<file path="src/rtl/locking_rr_arbiter_pkg.sv">
// Shared constants and state encoding for the four-input locking round-robin arbiter.
package locking_rr_arbiter_pkg;

    localparam int N     = 4;
    localparam int W     = 8;
    localparam int BURST = 4;
    localparam int CW    = $clog2(BURST + 1);
    localparam int IW    = $clog2(N);

    typedef enum logic {
        IDLE   = 1'b0,
        LOCKED = 1'b1
    } arb_state_e;

endpackage

</file>
<file path="src/rtl/rr_priority_pick.sv">
// Combinational round-robin pick: lowest valid index above last_grant, else lowest valid index.
module rr_priority_pick
    import locking_rr_arbiter_pkg::*;
(
    input  logic [N-1:0]  valid_i,
    input  logic [IW-1:0] last_grant_i,
    output logic [IW-1:0] chosen_o,
    output logic          any_o
);

    logic [IW-1:0] lo_idx;
    logic [IW-1:0] hi_idx;
    logic          hi_found;

    always_comb begin
        lo_idx   = IW'(N - 1);
        hi_idx   = IW'(N - 1);
        hi_found = 1'b0;
        // Walk downward so the last hit is the lowest qualifying index.
        for (int k = N - 1; k >= 0; k--) begin
            if (valid_i[k]) begin
                lo_idx = IW'(k);
            end
            if (valid_i[k] && (IW'(k) > last_grant_i)) begin
                hi_idx   = IW'(k);
                hi_found = 1'b1;
            end
        end
        chosen_o = hi_found ? hi_idx : lo_idx;
        any_o    = |valid_i;
    end

endmodule

</file>
<file path="src/rtl/locking_rr_arbiter.sv">
// Four-input round-robin arbiter that holds the shared channel for a whole packet,
// up to BURST beats, so multi-beat packets never interleave at the sink.
module locking_rr_arbiter
    import locking_rr_arbiter_pkg::*;
(
    input  logic          clk,
    input  logic          reset,
    input  logic          io_in_0_valid,
    input  logic [W-1:0]  io_in_0_bits,
    input  logic          io_in_0_last,
    output logic          io_in_0_ready,
    input  logic          io_in_1_valid,
    input  logic [W-1:0]  io_in_1_bits,
    input  logic          io_in_1_last,
    output logic          io_in_1_ready,
    input  logic          io_in_2_valid,
    input  logic [W-1:0]  io_in_2_bits,
    input  logic          io_in_2_last,
    output logic          io_in_2_ready,
    input  logic          io_in_3_valid,
    input  logic [W-1:0]  io_in_3_bits,
    input  logic          io_in_3_last,
    output logic          io_in_3_ready,
    input  logic          io_out_ready,
    output logic          io_out_valid,
    output logic [W-1:0]  io_out_bits,
    output logic          io_out_last,
    output logic [IW-1:0] io_chosen,
    output logic          io_locked
);

    arb_state_e    state_q;
    logic [IW-1:0] lock_idx_q;
    logic [IW-1:0] last_grant_q;
    logic [CW-1:0] count_q;
    logic [CW-1:0] count_d;

    logic [N-1:0]  in_valid;
    logic [N-1:0]  in_last;
    logic [W-1:0]  in_bits [N];
    logic [N-1:0]  in_ready;
    logic [IW-1:0] pick_idx;
    logic          pick_any;
    logic [IW-1:0] chosen;
    logic          grant_en;
    logic          fire;

    assign in_valid   = {io_in_3_valid, io_in_2_valid, io_in_1_valid, io_in_0_valid};
    assign in_last    = {io_in_3_last, io_in_2_last, io_in_1_last, io_in_0_last};
    assign in_bits[0] = io_in_0_bits;
    assign in_bits[1] = io_in_1_bits;
    assign in_bits[2] = io_in_2_bits;
    assign in_bits[3] = io_in_3_bits;

    rr_priority_pick u_pick (
        .valid_i      (in_valid),
        .last_grant_i (last_grant_q),
        .chosen_o     (pick_idx),
        .any_o        (pick_any)
    );

    // Handshake: a beat moves when io_out_valid && io_out_ready; the routed input's
    // ready mirrors io_out_ready, every other input sees ready=0, nothing moves in reset.
    always_comb begin
        chosen       = (state_q == LOCKED) ? lock_idx_q : pick_idx;
        grant_en     = !reset && ((state_q == LOCKED) || pick_any);
        io_out_valid = !reset && in_valid[chosen];
        io_out_bits  = in_bits[chosen];
        io_out_last  = in_last[chosen];
        for (int k = 0; k < N; k++) begin
            in_ready[k] = grant_en && io_out_ready && (IW'(k) == chosen);
        end
        fire    = io_out_valid && io_out_ready;
        count_d = count_q + CW'(1);
    end

    assign io_in_0_ready = in_ready[0];
    assign io_in_1_ready = in_ready[1];
    assign io_in_2_ready = in_ready[2];
    assign io_in_3_ready = in_ready[3];
    assign io_chosen     = chosen;
    assign io_locked     = (state_q == LOCKED);

    always_ff @(posedge clk) begin
        if (reset) begin
            state_q      <= IDLE;
            lock_idx_q   <= '0;
            count_q      <= '0;
            last_grant_q <= '0;
        end else if (fire) begin
            case (state_q)
                IDLE: begin
                    last_grant_q <= chosen;
                    if (!io_out_last && (BURST > 1)) begin
                        state_q    <= LOCKED;
                        lock_idx_q <= chosen;
                        count_q    <= CW'(1);
                    end
                end
                LOCKED: begin
                    // Long packets are cut at BURST beats; the rest re-arbitrates.
                    if (io_out_last || (count_d == CW'(BURST))) begin
                        state_q <= IDLE;
                        count_q <= '0;
                    end else begin
                        count_q <= count_d;
                    end
                end
                default: state_q <= IDLE;
            endcase
        end
    end

endmodule
</file>
<file path="config.mk">
export PLATFORM = sky130hd
export DESIGN_NAME = locking_rr_arbiter
export DESIGN_NICKNAME = d
export VERILOG_FILES = /design/src/rtl/locking_rr_arbiter_pkg.sv /design/src/rtl/rr_priority_pick.sv /design/src/rtl/locking_rr_arbiter.sv
export SDC_FILE = /design/constraint.sdc
export NUM_CORES = 1
export LEC_CHECK = 0
export ABC_AREA = 1
export CORE_MARGIN = 1.5
export CORE_UTILIZATION = 40
export DETAILED_ROUTE_END_ITERATION = 8
export GPL_TIMING_DRIVEN = 0
export PLACE_DENSITY = 0.84
export SYNTH_ARGS = -nofsm -noshare
export SYNTH_HDL_FRONTEND = slang
export SYNTH_HIERARCHICAL = 1
export SYNTH_SLANG_ARGS = --single-unit
</file>
<file path="constraint.sdc">
create_clock -name clk -period 3.6 [get_ports clk]
set_clock_uncertainty 0.05 [all_clocks]
set_input_delay 0.72 -clock clk [delete_from_list [all_inputs] [get_ports clk]]
set_output_delay 0.72 -clock clk [all_outputs]
set_load 0.02 [all_outputs]
</file>
## Word-level counts from Yosys, hierarchy flattened

Cells that the tools add are included.

| word-level totals | value |
|---|---|
| flip-flop bits (word level) | 8 |
| logic and storage cells | 64 |
| input bits | 43 |

| cells by class | value |
|---|---|
| bitwise logic cells | 3 |
| add/subtract/negate cells | 1 |
| muxes and demuxes | 25 |
| magnitude comparators | 6 |
| reductions and logical operators | 20 |
| equal/unequal tests | 5 |

Operator list:

| cell | number |
|---|---|
| $bmux W8 S2 | 1 |
| $mux W8 | 2 |
| $logic_and A1 B1 Y1 | 12 |
| $mux W2 | 6 |
| $mux W1 | 10 |
| $mux W3 | 2 |
| $pmux W3 S2 | 1 |
| $bmux W1 S2 | 2 |
| $eq A2 B2 Y1 const A | 2 |
| $gt A1 B2 Y1 const A | 2 |
| $gt A2 B2 Y1 const A | 2 |
| $reduce_and A2 Y1 | 2 |
| $reduce_or A4 Y1 | 1 |
| $add A3 B1 Y3 const B | 1 |
| $eq A3 B3 Y1 const B | 1 |
| $ge A3 B3 Y1 const B | 1 |
| $lt A2 B3 Y1 const B | 1 |
| $not A2 Y3 | 1 |
| $reduce_and A3 Y1 | 1 |
| $eq A1 B2 Y1 const A | 1 |
| $logic_not A2 Y1 | 1 |
| $logic_or A1 B1 Y1 | 2 |
| $ne A2 B2 Y1 const B | 1 |
| $not A1 Y1 | 2 |
| other kinds (2) | 2 |

## Logic depth before layout (Yosys ltp)

Gate-level depths: netlist of the first run.

| logic depth | value |
|---|---|
| word-level depth | 13 |
| mapped depth | 16 |

## Hierarchy

The synthesis of the first run kept the hierarchy.

By module, submodules not included:

| module | area each (um2) | cells an instance | times used |
|---|---|---|---|
| locking_rr_arbiter | 932.1 | 148 | 1 |
| rr_priority_pick | 77.6 | 20 | 1 |

## Least setup slack after synthesis of the first run

Ideal clock, no wire load.

| path | value |
|---|---|
| kind | input -> output |
| start | input port io_in_1_valid |
| end | output port io_in_0_ready |
| stages on the path | 10 |
| slack | 0.763 ns |
| buffers on the path | 1 |
| data arrival time | 2.067 ns |
| path through | inv_1 -> nand2_1 -> nand2_1 -> nand2_1 -> nand2_1 -> nand2_1 -> nand2_8 -> nand2_8 -> clkbuf_1 -> nor3_1 |

| between the ends | value |
|---|---|
| longest elaborated chain between the ends | 7 |
| elaborated cells between the ends (all ways) | 15 |

Ends and longest elaborated chain:

| element | RTL line | RTL |
|---|---|---|
| from (decl) | locking_rr_arbiter.sv:12 | `input logic io_in_1_valid,` |
| $logic_and A1 B1 Y1 | rr_priority_pick.sv:24 | `if (valid_i[k] && (IW'(k) > last_grant_i)) begin` |
| $mux W2 / $mux W1 (equally long branches) (2 in a row) | rr_priority_pick.sv:24 |  |
| $mux W2 * | rr_priority_pick.sv:29 | `chosen_o = hi_found ? hi_idx : lo_idx;` |
| net pick_idx[0] | locking_rr_arbiter.sv:42 | `logic [IW-1:0] pick_idx;` |
| $mux W2 * | locking_rr_arbiter.sv:65 | `chosen = (state_q == LOCKED) ? lock_idx_q : pick_idx;` |
| net io_chosen[0] | locking_rr_arbiter.sv:28 | `output logic [IW-1:0] io_chosen,` |
| $logic_not A2 Y1 * | locking_rr_arbiter.sv:71 | `in_ready[k] = grant_en && io_out_ready && (IW'(k) == chosen);` |
| $logic_and A1 B1 Y1 * | locking_rr_arbiter.sv:71 |  |
| to (decl) | locking_rr_arbiter.sv:11 | `output logic io_in_0_ready,` |

Mark *: on every way through the listed nets, which the timed path passes. The rest lies on a longest branch.

## Worst setup path in the final report of the first run

| path | value |
|---|---|
| start | input port io_in_1_valid |
| end | output port io_out_bits[4] |

| between the ends | value |
|---|---|
| longest elaborated chain between the ends | 9 |
| elaborated cells between the ends (all ways) | 13 |

Ends and longest elaborated chain:

| element | RTL line | RTL |
|---|---|---|
| $logic_and A1 B1 Y1 | rr_priority_pick.sv:24 |  |
| $mux W2 / $mux W1 (equally long branches) (2 in a row) | rr_priority_pick.sv:24 |  |
| $mux W2 * | rr_priority_pick.sv:29 |  |
| net pick_idx[1] | locking_rr_arbiter.sv:42 |  |
| $mux W2 * | locking_rr_arbiter.sv:65 |  |
| $not A2 Y3 (not written as such) * | locking_rr_arbiter.sv:68 | `io_out_bits = in_bits[chosen];` |
| $bmux W8 S2 * | locking_rr_arbiter.sv:68 |  |
| $mux W8 (not written as such) * (2 in a row) | locking_rr_arbiter.sv:68 |  |
| to (decl) | locking_rr_arbiter.sv:26 | `output logic [W-1:0] io_out_bits,` |

Mark *: on every way through the listed nets, which the timed path passes. The rest lies on a longest branch. The select of a mux whose other input is x is not followed.

==> flow_summary_export.csv, run 1 <==
group,metric,value,unit
run_status,status,"completed",
routing,drc,0,
synth,synth_top_family_by_area,"simple AND/OR/NAND/NOR gates",
setup_path,cp_common_cell,"nand2_1",
synth,yosysTopAreaCellShare,17.8,%
routing,routed_wl,3040,um
place,port-buffer-count,59,
global_routing,grt_first_pass_wirelength,4560,um
finish,nets,277,
synth,synth_top_flop_cell,"dfxtp_1",
clocking,cts-root-buf,"clkbuf_4",
synth,yosys-top-cells-count,"nand2_1, nand3_1, nor2_1, inv_1",
synth,yosysSeqAreaShare,15.9,%
hold_path,hold_path_class,"flip-flop to flip-flop",
synth,synth-xor-area-share,0.867,%
power_and_ir_drop,ir_worst_vdd,0.000333,V
flow_run,drv_cap,0,
routing,drt_pass1_iterations,4,
place,dpl_worst_slack,-0.423,ns
die,start_util,41.5,%
finish,layout-drive-gt1-share,16.5,%
synth,yosys.area.top_type,"nand3_1",
die,core,0.00243,sq mm
sta,period_needed,3.42,ns
clocking,cts_tree,"built",
global_routing,grt_pass1_vias,1127,
setup_path,cp_data_arrival_time,2.65,ns
routing,drtAntennaViolNets,0,
clocking,cts_max_path_buffers,2,
synth,yosys-mux-area-fraction,0,%
clocking,htreeDepth,1,
sta,fin_setup_tns,0,ns
setup_path,cp_max_fo,10,
synth,synth_edf_count,0,
clocking,cts_made_buffers,3,
global_routing,antenna_found_initial,0,
synth,ys_ff_latch,8,
die,rows,18,
synth,netlist_area,0.00101,sq mm
place,gp_congestion,0.830,
synth,netlist-cell-type-count,26,
synth,yosysWarnings,6,
setup_path,cp_data_required_time,2.83,ns
synth,synth_compound_area_share,11.4,%
routing,wl_per_cell,11.7,um
sta,worst_pin_slew,0.476,ns
sta,fmax,292,MHz
synth,synthCells,168,
synth,yosys-top-cells-area,"nand3_1, dfxtp_1, nand2_1",
clocking,clk_pin_slew_worst_paths,0.05,ns
sta,period_share,95.1,%
synth,synthSimpleGateAreaFrac,58.9,%
sta,timing.final.ws_setup,0.176,ns
sta,holdWs,0.477,ns
sta,hold_viol,0,
setup_path,critical_path.slowest_cell,"clkdlybuf4s50_1",
routing,viasPerCell,4.94,
finish,diodes,0,
global_routing,grt_use_total,21.6,%
setup_path,end_kind,"output port",
setup_path,worstSetupPathType,"input port to output port",
sta,final_max_slew_viol_count,0,
finish,fillers,237,
finish,layout-area-overhead-vs-synth,63.8,%
setup_path,cp_cell_sequence,"clkdlybuf4s50_1 > nand2_1 > nand2_1 > nand2_1 > inv_1 > nand2_1 > o21ai_4 > buf_6 > buf_4 > nand3_1 > nand3_1 > clkdlybuf4s15_1",
clocking,cts_sinks,8,
clocking,insertion_delay,0.26,ns
global_routing,grt_max_degree,11,
die,die_y,53.2,um
routing,via_count,1284,
die,die_w,53.2,um
synth,async_reset_ff_share,0,%
global_routing,grt_overflow,0,
power_and_ir_drop,p_leak,0.818,nW
synth,synth.most_common_cell,"nand2_1",
sta,finalSetupViolations,0,
place,dpl.hpwl,2420,um
sta,rsz0062_at_grt,"no",
setup_path,critPathLaunchType,"input port",
power_and_ir_drop,power_density,453,mW/mm^2
sta,maxSlewHeadroom,67.9,%
synth,synthAdderAreaFrac,2.48,%
die,ioPinCount,60,
synth,syn_nets,213,
clocking,ctsHoldBuffers,0,
routing,first_iter_violations,27,
synth,syn_avg_cell_area,6.01,sq um
die,dieArea,0.00283,sq mm
setup_path,slowest_delay,0.54,ns
-- power breakdown --
part,internal (W),switching [W]
sequential,0.000100,0.00000973
clock,0.0000382,0.0000318
combinational,0.000224,0.000345
total,0.000363,0.000387
-- state kept, by name (all words and copies together) (netlist names) --
signal and cells:
count_q 3, io_locked 1, lock_idx_q 2, last_grant_q 2
-- critical path: cells and delay by family --
kind,cells,cell delay (ns)
compound gates,1,0.14
simple gates,6,0.49
buf+inv,5,1.30
-- cells by family (layout without fill, tap and decap cells) --
group | Yosys count | in the layout
XOR/XNOR | 1 | 1
adder cells (fa/ha/maj) | 2 | 2
buffers and inverters | 23 | 85
flip-flops | 8 | 8
AO/OA/AOI/OAI | 16 | 16
AND/OR/NAND/NOR | 118 | 118
-- cell usage in the layout (no fill, tap or decap), types with 2 or more instances in the layout --
master | synthesis | layout
a21oi_1 | 3 | 3
clkbuf_4 | 0 | 4
dfxtp_1 | 8 | 8
nand2_1 | 39 | 38
buf_6 | 1 | 2
nand2_4 | 2 | 2
nor2_4 | 0 | 2
nand3_2 | 3 | 3
clkdlybuf4s15_1 | 0 | 2
ha_1 | 2 | 2
nor2_1 | 23 | 21
nor3_1 | 4 | 4
nand2_2 | 6 | 7
inv_1 | 17 | 17
nand2_8 | 2 | 2
nand3_1 | 36 | 36
a22oi_1 | 8 | 8
dlymetal6s2s_1 | 0 | 4
o21ai_1 | 2 | 2
clkbuf_2 | 0 | 10
clkdlybuf4s50_1 | 0 | 44
-- through the flow --
stage,instance area (sq um),total power [W],util (%),cells
floorplan,1010,0.000481,-,168
global placement,1640,0.000698,67.3,257
CTS,1680,0.000765,68.9,260
global route,1650,0.000811,68.0,260
finish,1650,0.000750,68.0,260
detailed placement,1640,0.000702,67.3,257
-- final timing paths --
check,start,to,slack (ns),depth (start not counted)
max,io_in_1_valid,io_out_bits[4],0.18,12
min,count_q[2]$_SDFFE_PP0P_,count_q[2]$_SDFFE_PP0P_,0.48,4
max reg2reg,last_grant_q[1]$_SDFFE_PP0P_,lock_idx_q[0]$_SDFFE_PP0P_,1.81,13
min reg2reg,count_q[2]$_SDFFE_PP0P_,count_q[2]$_SDFFE_PP0P_,0.48,4
-- per-layer routing --
layer / GRT usage [%] / wire length, um
met1: 23.5 / 1320
met2: 39.1 / 1430
met4: 10.3 / 36
met3: 4.52 / 261
met5: 0 / 0
-- what timing repair did --
action,in CTS,in global routing
pin swaps,0,1
resized for setup,21,26
buffers inserted,0,0
setup endpoints to repair,14,15
-- layout make-up --
| class | instances | area [sq um] | share of cell area [%] |
|---|---|---|---|
| Tap cell | 30 | 37.5 | 2.27 |
| Sequential cell | 8 | 160 | 9.68 |
| Timing Repair Buffer | 59 | 556 | 33.6 |
| Inverter | 18 | 75.1 | 4.54 |
| Multi-Input combinational cell | 137 | 761 | 46.0 |
| Clock buffer | 3 | 22.5 | 1.36 |
| Buffer | 5 | 42.5 | 2.57 |
No activity file was read; power rests on OpenSTA's default activity.
==> run 2: changes to the inputs <==
- CELL_PAD_IN_SITES_DETAIL_PLACEMENT: default -> 0
- CELL_PAD_IN_SITES_GLOBAL_PLACEMENT: default -> 1
- CORE_UTILIZATION: 40 -> 26
- CTS_BUF_LIST: default -> sky130_fd_sc_hd__clkbuf_2
- PLACE_DENSITY: 0.84 -> 0.85
- SKIP_LAST_GASP: default -> 1
==> flow_summary_export.csv, run 2 (synthesis results as in run 1) <==
group,metric,value,unit
run_status,status,"completed",
setup_path,regToRegEndpoint,"lock_idx_q[1]$_SDFFE_PP0P_",
global_routing,grt_use_total,15.5,%
die,ioPinCount,60,
routing,drc,0,
power_and_ir_drop,switching_share,53.0,%
power_and_ir_drop,ir_worst_vdd,0.000178,V
power_and_ir_drop,internal_power,0.000352,W
finish,multi_input_area,761,sq um
power_and_ir_drop,clockPowerShare,7.9,%
routing,viasPerCell,4.62,
clocking,ctsHoldBuffers,0,
routing,drt_pass1_iterations,4,
power_and_ir_drop,seqPwrFrac,14.7,%
finish,reg.largest.list,"count_q (3), last_grant_q (2), lock_idx_q (2)",
finish,largest_register_ffs,3,
flow_run,drv_cap,0,
clocking,cts_max_path_buffers,2,
setup_path,cp_data_required_time,2.83,ns
hold_path,min-delay-start,"count_q[2]$_SDFFE_PP0P_",
routing,via_count,1283,
clocking,cts_tree,"built",
routing,first_iter_violations,54,
clocking,htreeDepth,1,
clocking,insertion_delay,0.25,ns
place,port-buffer-count,59,
die,die_y,65.3,um
sta,period_needed,3.46,ns
setup_path,end_kind,"output port",
setup_path,critPathLaunchType,"input port",
finish,top_register,"count_q",
routing,drtAntennaViolNets,0,
sta,finalSetupViolations,0,
power_and_ir_drop,p_leak,0.802,nW
setup_path,r2r_start,"last_grant_q[1]$_SDFFE_PP0P_",
global_routing,grt_overflow,0,
setup_path,r2r_cells,11,
setup_path,cp_max_fo,10,
setup_path,worstSetupPathType,"input port to output port",
clocking,cts_made_buffers,3,
setup_path,cp_cell_sequence,"clkdlybuf4s50_1 > nand2_1 > nand2_1 > nand2_1 > nand2_1 > inv_1 > nand2_1 > o21ai_4 > buf_6 > buf_4 > nor3_1 > dlygate4sd2_1",
place,dpl.hpwl,2620,um
setup_path,critical_path.slowest_cell,"clkdlybuf4s50_1",
die,dieArea,0.00427,sq mm
routing,wl_per_cell,11.6,um
sta,hold_viol,0,
die,die_w,65.3,um
routing,routed_wl,3230,um
sta,maxSlewHeadroom,70.6,%
clocking,clk_pin_slew_worst_paths,0.09,ns
global_routing,grt_max_degree,11,
global_routing,grt_first_pass_wirelength,5180,um
power_and_ir_drop,power_density,446,mW/mm^2
power_and_ir_drop,p_comb_share,77.4,%
finish,layout-drive-gt1-share,14.8,%
sta,rsz0062_at_grt,"no",
finish,layout-area-overhead-vs-synth,66.2,%
hold_path,hold_path_class,"flip-flop to flip-flop",
place,gp_congestion,0.772,
finish,diodes,0,
global_routing,antenna_found_initial,0,
sta,final_max_slew_viol_count,0,
finish,layout_commonest_cell,"clkdlybuf4s50_1",
sta,worst_pin_slew,0.437,ns
die,start_util,27.4,%
power_and_ir_drop,p_sw,0.000397,W
clocking,cts-root-buf,"clkbuf_2",
die,core,0.00369,sq mm
finish,seq_area,160,sq um
finish,fillers,415,
setup_path,slowest_delay,0.54,ns
finish,final_cell_mix,"clkdlybuf4s50_1, nand2_1, nand3_1, nor2_1, inv_1",
die,rows,22,
hold_path,hold-path-cell-count,4,
finish,final_util,45.5,%
setup_path,cp_common_cell,"nand2_1",
sta,fmax,289,MHz
global_routing,grt_pass1_vias,1151,
finish,nets,277,
sta,period_share,96.2,%
setup_path,cp_data_arrival_time,2.69,ns
sta,fin_setup_tns,0,ns
clocking,cts_sinks,8,
setup_path,rrSetupSlack,1.73,ns
hold_path,hold_end,"count_q[2]$_SDFFE_PP0P_",
==> run 2: worst max-delay path by stage <==
stage | slack [ns] | from | end | cells after the start
global placement | -0.48 | io_in_1_valid | io_out_bits[5] | 14
global route | 0.01 | io_in_2_valid | io_in_2_ready | 12
floorplan | 0.76 | io_in_1_valid | io_in_0_ready | 10
finish | 0.14 | io_in_2_valid | io_in_3_ready | 12
detailed placement | -0.47 | io_in_1_valid | io_out_bits[5] | 14
CTS | -0.18 | io_in_1_valid | io_out_bits[5] | 14
==> run 2: worst max-delay path, delay by kind of cell <==
| kind | cells | cell delay (ns) |
|---|---|---|
| buffers and inverters | 5 | 1.30 |
| AO/OA/AOI/OAI | 1 | 0.11 |
| AND/OR/NAND/NOR | 6 | 0.56 |
==> run 2: timing repair <==
item                                    in CTS  in global routing
endpoints found under the hold margin        0                  0
buffers inserted                             0                  0
endpoints found under the setup margin      14                 13
gates resized for setup                     21                 16
==> run 2: area by class of cell <==
class                      count  area share, %
multi-input combinational    137           45.3
tap                           48           3.58
buffer                         5           2.54
sequential                     8           9.55
clock buffer                   3          0.895
timing repair buffer          59           33.6
inverter                      18           4.47
==> run 2: power groups by stage <==
stage | logic, W | clock network (W) | registers, W
after floorplan | 0.000368 | 0 | 0.000113
after global placement | 0.000598 | 0 | 0.000112
after detailed placement | 0.000599 | 0 | 0.000112
after CTS | 0.000589 | 0.0000601 | 0.000110
after global routing | 0.000638 | 0.0000621 | 0.000112
final | 0.000579 | 0.0000592 | 0.000110
==> run 2: through the flow <==
stage                     total power (W)  instance area, sq um  setup WS (ns)  std cells  hold WS (ns)
after global placement           0.000710                  1660         -0.480        275         0.468
final                            0.000749                  1680          0.137        278         0.488
after CTS                        0.000760                  1690         -0.181        278         0.491
after floorplan                  0.000481                  1010          0.763        168         0.451
after detailed placement         0.000711                  1660         -0.465        275         0.474
after global routing             0.000812                  1680         0.0117        278         0.513
==> run 2: metal layers <==
| metal | up-vias | part of all wire (%) | track usage [%] |
|---|---|---|---|
| li1 | 684 | - | - |
| met1 | 548 | 46 | 20.4 |
| met2 | 44 | 45 | 25.5 |
| met3 | 7 | 7.3 | 2.05 |
| met4 | 0 | 1.7 | 6.25 |
| met5 | - | 0 | 0 |
